==> config.mk <==
export PLATFORM = sky130hd
export DESIGN_NAME = arrow_scheduler
export DESIGN_NICKNAME = d
export VERILOG_FILES = /design/src/rtl/arrow_pkg.sv /design/src/rtl/arrow_scheduler_slot_alloc.sv /design/src/rtl/arrow_scheduler.sv
export SDC_FILE = /design/constraint.sdc
export NUM_CORES = 1
export LEC_CHECK = 0
export ABC_AREA = 1
export CORE_ASPECT_RATIO = 0.7
export CORE_MARGIN = 5
export CORE_UTILIZATION = 35
export DETAILED_ROUTE_END_ITERATION = 8
export HOLD_SLACK_MARGIN = 0.02
export PLACE_DENSITY = 0.61
export SYNTH_ARGS = -nofsm -noshare
export SYNTH_HDL_FRONTEND = slang
export SYNTH_SLANG_ARGS = --single-unit
==> constraint.sdc <==
create_clock -name clk -period 3.5 [get_ports clk]
set_clock_uncertainty 0.05 [all_clocks]
set_input_delay 0.7 -clock clk [delete_from_list [all_inputs] [get_ports clk]]
set_output_delay 0.7 -clock clk [all_outputs]
set_load 0.05 [all_outputs]
==> src/rtl/arrow_pkg.sv <==
// Shared types and defaults for the arrow scheduler: direction codes,
// sequencer states and slot-count constants.
package arrow_pkg;

  typedef enum logic [1:0] {
    DIR_UP    = 2'd0,
    DIR_DOWN  = 2'd1,
    DIR_LEFT  = 2'd2,
    DIR_RIGHT = 2'd3
  } dir_e;

  typedef enum logic [1:0] {
    ST_IDLE  = 2'd0,
    ST_WAIT  = 2'd1,
    ST_FETCH = 2'd2,
    ST_ALLOC = 2'd3
  } state_e;

  localparam int DEF_NUM_SLOTS = 20;
  localparam int DEF_Y_W       = 10;
  localparam int SLOT_IDX_W    = 5;

endpackage

==> src/rtl/arrow_scheduler_slot_alloc.sv <==
// Lowest-index free slot finder: purely combinational priority encoder
// over the slot occupancy vector.
module slot_alloc
  import arrow_pkg::*;
#(
  parameter int NUM_SLOTS = DEF_NUM_SLOTS
) (
  input  logic [NUM_SLOTS-1:0]  active,
  output logic [SLOT_IDX_W-1:0] idx,
  output logic                  found
);

  // NOTE: outputs get defaults before the loop so no path leaves them
  // unassigned, which would otherwise infer a latch.
  always_comb begin
    idx   = '0;
    found = 1'b0;
    // Scan downwards so the last hit, the lowest free index, wins.
    for (int i = NUM_SLOTS - 1; i >= 0; i--) begin
      if (!active[i]) begin
        idx   = SLOT_IDX_W'(i);
        found = 1'b1;
      end
    end
  end

endmodule

==> src/rtl/arrow_scheduler.sv <==
// Arrow slot sequencer: spawns arrows from the pattern stream on a beat grid,
// moves active arrows each game tick and frees slots on hit or exit.
module arrow_scheduler
  import arrow_pkg::*;
#(
  parameter int NUM_SLOTS  = DEF_NUM_SLOTS,
  parameter int Y_W        = DEF_Y_W,
  parameter int BEAT_TICKS = 32,
  parameter int STEP       = 2,
  parameter int SPAWN_Y    = 0,
  parameter int EXIT_Y     = 480
) (
  input  logic                     clk,
  input  logic                     rst,
  input  logic                     enable,
  input  logic                     pat_valid,
  input  logic                     pat_rest,
  input  logic [1:0]               pat_dir,
  output logic                     pat_ready,
  input  logic                     hit_valid,
  input  logic [4:0]               hit_slot,
  output logic [NUM_SLOTS-1:0]     slot_active,
  output logic [2*NUM_SLOTS-1:0]   slot_dir,
  output logic [Y_W*NUM_SLOTS-1:0] slot_y,
  output logic                     spawn_pulse,
  output logic                     miss_pulse,
  output logic                     overflow_pulse,
  output logic                     beat_slip
);

  localparam int CNT_W = $clog2(BEAT_TICKS);

  state_e                  state_q, state_d;
  logic [CNT_W-1:0]        beat_cnt_q;
  logic                    tc, accept, do_alloc;
  logic                    lat_rest_q;
  dir_e                    lat_dir_q;

  logic [NUM_SLOTS-1:0]    active_q;
  logic [1:0]              dir_q [NUM_SLOTS];
  logic [Y_W-1:0]          y_q   [NUM_SLOTS];
  logic [Y_W:0]            y_inc [NUM_SLOTS];
  logic [NUM_SLOTS-1:0]    hit_vec, exit_vec;
  logic [SLOT_IDX_W-1:0]   free_idx;
  logic                    free_found;

  assign tc       = (beat_cnt_q == CNT_W'(BEAT_TICKS - 1));
  // pat_ready is cleared while paused, so the first cycle after a resume in
  // FETCH cannot accept; the handshake only completes on a visible ready.
  assign accept   = (state_q == ST_FETCH) && pat_ready && pat_valid;
  assign do_alloc = (state_q == ST_ALLOC) && !lat_rest_q;

  slot_alloc #(.NUM_SLOTS(NUM_SLOTS)) u_alloc (
    .active (active_q),
    .idx    (free_idx),
    .found  (free_found)
  );

  always_comb begin
    state_d = state_q;
    if (enable) begin
      unique case (state_q)
        ST_IDLE:  state_d = ST_WAIT;
        ST_WAIT:  if (tc) state_d = ST_FETCH;
        ST_FETCH: if (accept) state_d = ST_ALLOC;
        ST_ALLOC: state_d = ST_WAIT;
        default:  state_d = ST_IDLE;
      endcase
    end
  end

  // Exit is judged one bit wider than y so the sum cannot wrap below EXIT_Y.
  always_comb begin
    for (int i = 0; i < NUM_SLOTS; i++) begin
      y_inc[i]    = {1'b0, y_q[i]} + (Y_W + 1)'(STEP);
      hit_vec[i]  = hit_valid && active_q[i] && (hit_slot == SLOT_IDX_W'(i));
      exit_vec[i] = active_q[i] && (y_inc[i] >= (Y_W + 1)'(EXIT_Y));
    end
  end

  // NOTE: all state here uses non-blocking assignment so every flop samples
  // the pre-edge values regardless of statement order.
  always_ff @(posedge clk or negedge rst) begin
    if (!rst) begin
      state_q        <= ST_IDLE;
      beat_cnt_q     <= '0;
      pat_ready      <= 1'b0;
      lat_rest_q     <= 1'b0;
      lat_dir_q      <= DIR_UP;
      spawn_pulse    <= 1'b0;
      miss_pulse     <= 1'b0;
      overflow_pulse <= 1'b0;
      beat_slip      <= 1'b0;
    end else if (enable) begin
      state_q        <= state_d;
      beat_cnt_q     <= tc ? '0 : beat_cnt_q + CNT_W'(1);
      pat_ready      <= (state_d == ST_FETCH);
      if (accept) begin
        lat_rest_q <= pat_rest;
        lat_dir_q  <= dir_e'(pat_dir);
      end
      spawn_pulse    <= do_alloc && free_found;
      overflow_pulse <= do_alloc && !free_found;
      miss_pulse     <= |(exit_vec & ~hit_vec);
      beat_slip      <= (state_q == ST_FETCH) && tc && !accept;
    end else begin
      pat_ready      <= 1'b0;
      spawn_pulse    <= 1'b0;
      miss_pulse     <= 1'b0;
      overflow_pulse <= 1'b0;
      beat_slip      <= 1'b0;
    end
  end

  // NOTE: the slot arrays are plain flops rather than a RAM, so they take the
  // async reset and come up cleared like the rest of the state.
  always_ff @(posedge clk or negedge rst) begin
    if (!rst) begin
      active_q <= '0;
      for (int i = 0; i < NUM_SLOTS; i++) begin
        dir_q[i] <= '0;
        y_q[i]   <= '0;
      end
    end else if (enable) begin
      for (int i = 0; i < NUM_SLOTS; i++) begin
        if (hit_vec[i] || exit_vec[i]) begin
          active_q[i] <= 1'b0;
          y_q[i]      <= '0;
        end else if (active_q[i]) begin
          y_q[i] <= y_inc[i][Y_W-1:0];
        end else if (do_alloc && free_found && (free_idx == SLOT_IDX_W'(i))) begin
          active_q[i] <= 1'b1;
          y_q[i]      <= Y_W'(SPAWN_Y);
          dir_q[i]    <= lat_dir_q;
        end
      end
    end
  end

  assign slot_active = active_q;

  for (genvar g = 0; g < NUM_SLOTS; g++) begin : g_pack
    assign slot_dir[2*g +: 2]   = dir_q[g];
    assign slot_y[Y_W*g +: Y_W] = y_q[g];
  end

endmodule

== After elaboration in Yosys (flattened, before gate mapping) ==
Cells that the tools add are included.
Word-level totals
  register bits after elaboration: 275
  input port bits: 13
  logic and storage cells: 522
Operators by class
  $add $sub $neg: 21
  order comparisons: 20
  eq/ne operators: 43
  mux-type cells: 170
  bitwise logic cells: 42
  reduce and logical (&&, ||, !) cells: 176
Operator list (number)
  $mux W10: 60
  $add A10 B2 Y11 const B: 20
  $ge A11 B9 Y1 const B: 20
  $mux W5: 21
  $logic_and A1 B1 Y1: 87
  $mux W1: 85
  $eq A5 B4 Y1 const B: 16
  $reduce_and A4 Y1: 20
  $reduce_bool A3 Y1: 20
  $eq A5 B5 Y1 const B: 9
  $reduce_and A2 Y1: 21
  $eq A5 B3 Y1 const B: 8
  $not A1 Y1: 40
  $and A20 B20 Y20: 1
  $eq A5 B2 Y1 const B: 4
  $logic_or A1 B1 Y1: 20
  $not A20 Y20: 1
  $reduce_or A20 Y1: 1
  $eq A5 B1 Y1 const B: 2
  $logic_not A5 Y1: 2
  $eq A2 B2 Y1 const B: 3
  $mux W2: 3
  $pmux W2 S3: 1
  $add A5 B1 Y5 const B: 1
  other kinds (4): 6

== Longest topological paths before layout ==
  depth after elaboration: 25
  gate-level depth with buffers: 26
  depth with buffers taken out: 26

== Hierarchy ==
A second synthesis with hierarchy kept.
Unflattened totals
  cell total of the unflattened synthesis: 1936
  area total of the unflattened synthesis: 14440.1 um^2
By module, submodules not included
  arrow_scheduler: instances 1, cells an instance 1886, area an instance 14229.9 um^2
  slot_alloc: instances 1, cells an instance 50, area an instance 210.2 um^2

== Least setup slack after synthesis ==
OpenSTA, ideal clock, no wires.
  path kind: flip-flop to flip-flop
  from: reg active_q[18], in the netlist slot_active[18]
  to: reg y_q, in the netlist slot_y[38]
  arrival time: 2535 ps
  data required time: 3327 ps
  setup slack: 792 ps
  stages on the path, launching flop included: 26
  path buffers: 2
  clock period less this slack: 2708 ps
  cells stage by stage: dfrtp_1 -> buf_4 -> nand2_1 -> nand2_1 -> nand2_1 -> nand2_1 -> nand2_1 -> nand2_1 -> nand2_1 -> nand2_1 -> nand2_1 -> nand2_1 -> nand2_1 -> nand2_1 -> nand2_1 -> nand2_1 -> nand2_1 -> nand2_2 -> nand2_4 -> nor2_4 -> nand2_1 -> o21bai_2 -> nand2_2 -> buf_4 -> nand2_1 -> o21ai_1
On the way
  longest elaborated chain between the ends: 23
  elaborated cells on any way between the ends: 43
RTL lines
  from (decl): RTL line arrow_scheduler.sv:39  | logic [NUM_SLOTS-1:0] active_q;
  from (signal assigned): RTL line arrow_scheduler.sv:119  | active_q <= '0;
  from (signal, indexed assignment): RTL line arrow_scheduler.sv:127  | active_q[i] <= 1'b0;
  from (signal, indexed assignment): RTL line arrow_scheduler.sv:132  | active_q[i] <= 1'b1;
  $mux W5 / $mux W1 (equally long branches) (19 in series): RTL line arrow_scheduler_slot_alloc.sv:20  | if (!active[i]) begin
  $eq A5 B2 Y1 / $logic_and A1 B1 Y1 (equally long branches): RTL line arrow_scheduler.sv:131  | end else if (do_alloc && free_found && (free_idx == SLOT_IDX_W'(i))) begin
  $logic_and A1 B1 Y1 *: RTL line arrow_scheduler.sv:131
  $reduce_bool A3 Y1 (no line) *
  $reduce_and A2 Y1 (no line) *
  to (signal, indexed assignment): RTL line arrow_scheduler.sv:130  | y_q[i] <= y_inc[i][Y_W-1:0];
  to (signal, indexed assignment): RTL line arrow_scheduler.sv:133  | y_q[i] <= Y_W'(SPAWN_Y);
  to (decl): RTL line arrow_scheduler.sv:41  | logic [Y_W-1:0] y_q [NUM_SLOTS];
Every way passes the cells marked *; elsewhere a longest branch is shown, timed or not.
A chain may end at the register's enable or synchronous reset.

== Final worst setup path ==
  from: reg y_q, in the netlist slot_y[23]
  to: reg y_q, in the netlist slot_y[27]
On the way
  longest elaborated chain between the ends: 6
  elaborated cells on any way between the ends: 8
RTL lines
  $add A10 B2 Y11 *: RTL line arrow_scheduler.sv:75  | y_inc[i] = {1'b0, y_q[i]} + (Y_W + 1)'(STEP);
  $ge A11 B9 Y1: RTL line arrow_scheduler.sv:77  | exit_vec[i] = active_q[i] && (y_inc[i] >= (Y_W + 1)'(EXIT_Y));
  $logic_and A1 B1 Y1: RTL line arrow_scheduler.sv:77
  $logic_or A1 B1 Y1: RTL line arrow_scheduler.sv:126  | if (hit_vec[i] || exit_vec[i]) begin
  $reduce_bool A3 Y1 (no line)
  $reduce_and A2 Y1 (no line)
Marks and branches as above.

==> summary.md <==
| Metric | Value |
|---|---|
| Vias/cell | 5.000 |
| Crit Path Max Fanout | 5 |
| Placed Area | 17,330 µm² |
| Mapped cell area | 14,100 µm² |
| Cell breakdown of the critical path | nand3_1 -> nor2_1 -> nand2_1 -> nor3_1 -> xnor2_1 -> o41ai_1 -> nand2_1 -> nand2_1 -> inv_1 -> nand2_1 -> a211oi_1 -> nand2_1 -> o21ai_0 |
| CP endpoint kind | flop |
| Cts bufs inserted | 28 |
| Final worst slack | 709.4 ps |
| R2r setup slk | 710 ps |
| Post-synth EDFFs | 0 |
| Synthesized flop and latch total | 255 |
| Synth unique cells | 55 |
| # Post-CTS Setup Buffers | 0 |
| Initial antenna violation count | 2 |
| Final period util | 79.73% |
| Drt drc | 0 |
| Post-CTS Hold Fix Bufs | 0 |
| Clock power frac | 24.2% |
| Yosys warning total | 0 |
| Port Buffers | 257 |
| Arrival time worst endpoint | 3170 ps |
| Initial Utilization | 35.47% |
| Rel. slew slack | 42.25% |
| Routed wire length | 45,710 µm |
| Setup Slack @ Placement | 379.6 ps |
| Fillers | 3,861 |
| Final slew viol count | 0 |
| Clock Latency Late Sink | 550 ps |
| Detailed Routing Iterations Pass 1 | 5 |
| Global Route Usage Sum | 20.12% |
| Cell count after synthesis | 1,786 |
| Leak Pwr | 7.997 nW |
| Synthesized area per cell | 7.897 µm² |
| Worst Setup Start Kind | flop |
| Setup violators final | 0 |
| Die W | 249.9 µm |
| Logic pwr share | 41.6% |
| PD cells | 667.4 nW/µm² |
| HPWL Detailed | 35,080 µm |
| Prevailing post-synth register cell | dfrtp_1 |
| Post-CTS resize count | 0 |
| WL per Instance | 17.45 µm |
| H-tree depth | 1 |
| Routability cong. | 0.8854 |
| Setup_tns | 0 ps |
| Ys async rst share | 100.0% |
| Core area | 39,760 µm² |
| Ports | 278 |
| Proportion of layout cells with a drive suffix above 1 | 6.238% |
| Int Pwr | 6.796 mW |
| Most frequent CP cell | nand2_1 |
| Synthesis-to-finish area growth | 29.24% |
| CTS Buffer Depth | 3 |
| Worst endpoint required time | 3880 ps |
| Vias | 13,100 |
| Minimum clock period | 2791 ps |
| Run status | completed |
| DRT antenna net count | 0 |
| Switching Fraction | 44.14% |
| CTS tree | done |
| Clock-pin slew on the worst setup and hold paths | 60 ps |
| Final net count | 2,104 |
| Final Hold Viols | 0 |
| Least-Margin Pin Slew | 855.4 ps |
| Largest net degree at the start of global routing | 104 |
| Reg power frac | 34.2% |
| Peak supply drop | 0.5514 mV |
| RSZ-0062 raised after global routing | false |
| Die H | 178.0 µm |
| Max Cap Violations | 0 |
| Sw power | 5.370 mW |
| Worst path bufs/invs | 1 |
| First-iteration detailed-routing DRC count | 1,246 |
| Final Cell Area | 18,230 µm² |
| First-pass GRT wire length | 73,120 µm |
| Die ar. | 44,480 µm² |
| Post-synthesis sequential area ratio | 45.24% |
| Global route overflow | 0 |
| Total Power | 12.17 mW |
| CTS Sinks | 255 |
| Vias in the first global route | 12,680 |
| CTS root buffer | clkbuf_16 |
| Slowest CP cell | o41ai_1 |
| CP delay by family, top | simple AND/OR/NAND/NOR gates |
| Max Clock Freq | 358.3 MHz |
| HP Class | in -> async |
| CP Class | reg -> reg |
| # rows | 61 |
| Slowest cell delay on critical path | 480 ps |
-- layout by cell type (no fill, tap or decap), drive strengths merged, types with 12 or more instances in the layout --
master | Yosys | layout
clkdlybuf4s50 | 0 | 255
nand3 | 129 | 129
o21ai | 146 | 146
o22ai | 37 | 37
nand4 | 43 | 43
dfrtp | 255 | 255
xor2 | 94 | 94
nor2 | 176 | 176
inv | 206 | 206
or2 | 16 | 16
conb | 1 | 20
buf | 42 | 29
xnor2 | 12 | 12
nor3 | 40 | 40
ha | 25 | 25
a21oi | 39 | 39
nand2 | 443 | 443
clkbuf | 11 | 44
-- worst paths after layout --
path	endpoint	from	depth (start not counted)
setup reg to reg	slot_y[27]$_DFFE_PN0P_	slot_y[23]$_DFFE_PN0P_	13
hold reg to reg	beat_cnt_q[4]$_DFFE_PN0P_	beat_cnt_q[4]$_DFFE_PN0P_	2
max in group asynchronous	beat_cnt_q[3]$_DFFE_PN0P_	rst	2
min in group clk	beat_cnt_q[4]$_DFFE_PN0P_	beat_cnt_q[4]$_DFFE_PN0P_	2
hold / removal	slot_y[55]$_DFFE_PN0P_	rst	1
setup / recovery	slot_y[27]$_DFFE_PN0P_	slot_y[23]$_DFFE_PN0P_	13
-- layer usage --
layer | GRT usage (%) | share of wire [%] | up-vias
met2 | 31.24 | 44 | 364
met5 | 0 | 0.024 | -
li1 | - | - | 6393
met1 | 29.60 | 48 | 6299
met3 | 4.073 | 6.2 | 43
met4 | 3.545 | 1.8 | 2
-- sequential cells by signal, summed over array words and instances (netlist names) --
signal / count
miss_pulse: 1
overflow_pulse: 1
beat_cnt_q: 5
spawn_pulse: 1
slot_y: 180
lat_dir_q: 2
slot_active: 20
beat_slip: 1
slot_dir: 40
lat_rest_q: 1
pat_ready: 1
state_q: 2
-- cells in the mapped netlist, types with 6 or more instances --
library cell / count / area share (%)
xor2_1: 94 / 5.8
nor2_1: 173 / 4.6
ha_1: 25 / 2.2
nor3_1: 38 / 1.3
nand4_1: 43 / 1.9
buf_2: 12 / 0.43
dfrtp_1: 255 / 45
clkbuf_1: 10 / 0.27
buf_4: 25 / 1.3
o21ai_1: 48 / 1.7
a21oi_1: 37 / 1.3
inv_1: 202 / 5.4
a31oi_1: 9 / 0.40
nor4_1: 6 / 0.27
nand2_1: 414 / 11
o31ai_1: 6 / 0.32
o21a_1: 7 / 0.37
nand3_1: 128 / 4.5
o22ai_1: 37 / 1.6
xnor2_1: 12 / 0.75
or2_2: 16 / 0.71
o21ai_0: 98 / 3.5
nand2_2: 25 / 1.1
-- logic make-up after synthesis --
logic type      share of synthesized area, %
compound gates                         10.95
mux                                  0.07983
buf+inv                                7.842
simple gates                           27.06
flops                                  45.24
fa+ha+maj                              2.218
other cells                          0.02659
xor+xnor                               6.582
-- layout make-up --
cell class / count / area [µm²] / area share, %
Multi-Input combinational cell: 1289 / 6689 / 36.69
Sequential cell: 255 / 6381 / 35.01
Timing Repair Buffer: 284 / 2813 / 15.43
Clock buffer: 44 / 822.0 / 4.510
Inverter: 208 / 782.0 / 4.290
Tap cell: 535 / 669.4 / 3.672
Clock inverter: 4 / 70.07 / 0.3844
Antenna cell: 1 / 2.502 / 0.01373
-- power by group through the flow --
stage          combinational [mW]  sequential [mW]  clock [mW]
2_1_floorplan                1.63             5.78           0
3_3_place_gp                 5.00             4.19           0
3_5_place_dp                 5.06             4.19           0
4_1_cts                      5.08             4.15        3.03
5_1_grt                      5.44             4.25        3.14
6_report                     5.06             4.16        2.95
-- through the flow --
| step | cells | hold WS, ps | utilization (%) |
|---|---|---|---|
| 5_1_grt | 2620 | 235.5 | 45.84 |
| 3_3_place_gp | 2571 | 413.2 | 43.59 |
| 3_5_place_dp | 2571 | 419.2 | 43.59 |
| 4_1_cts | 2619 | 196.0 | 45.84 |
| 2_1_floorplan | 1805 | 354.4 | - |
| 6_report | 2620 | 179.9 | 45.84 |
-- worst reg2reg max path, stage by stage (launching register included) --
cell	delay, ps
dfrtp_1	430
nand3_1	130
nor2_1	150
nand2_1	110
nor3_1	270
xnor2_1	140
o41ai_1	480
nand2_1	230
nand2_1	200
inv_1	110
nand2_1	180
a211oi_1	70
nand2_1	60
o21ai_0	70
Power figures use the tool's default switching activity.
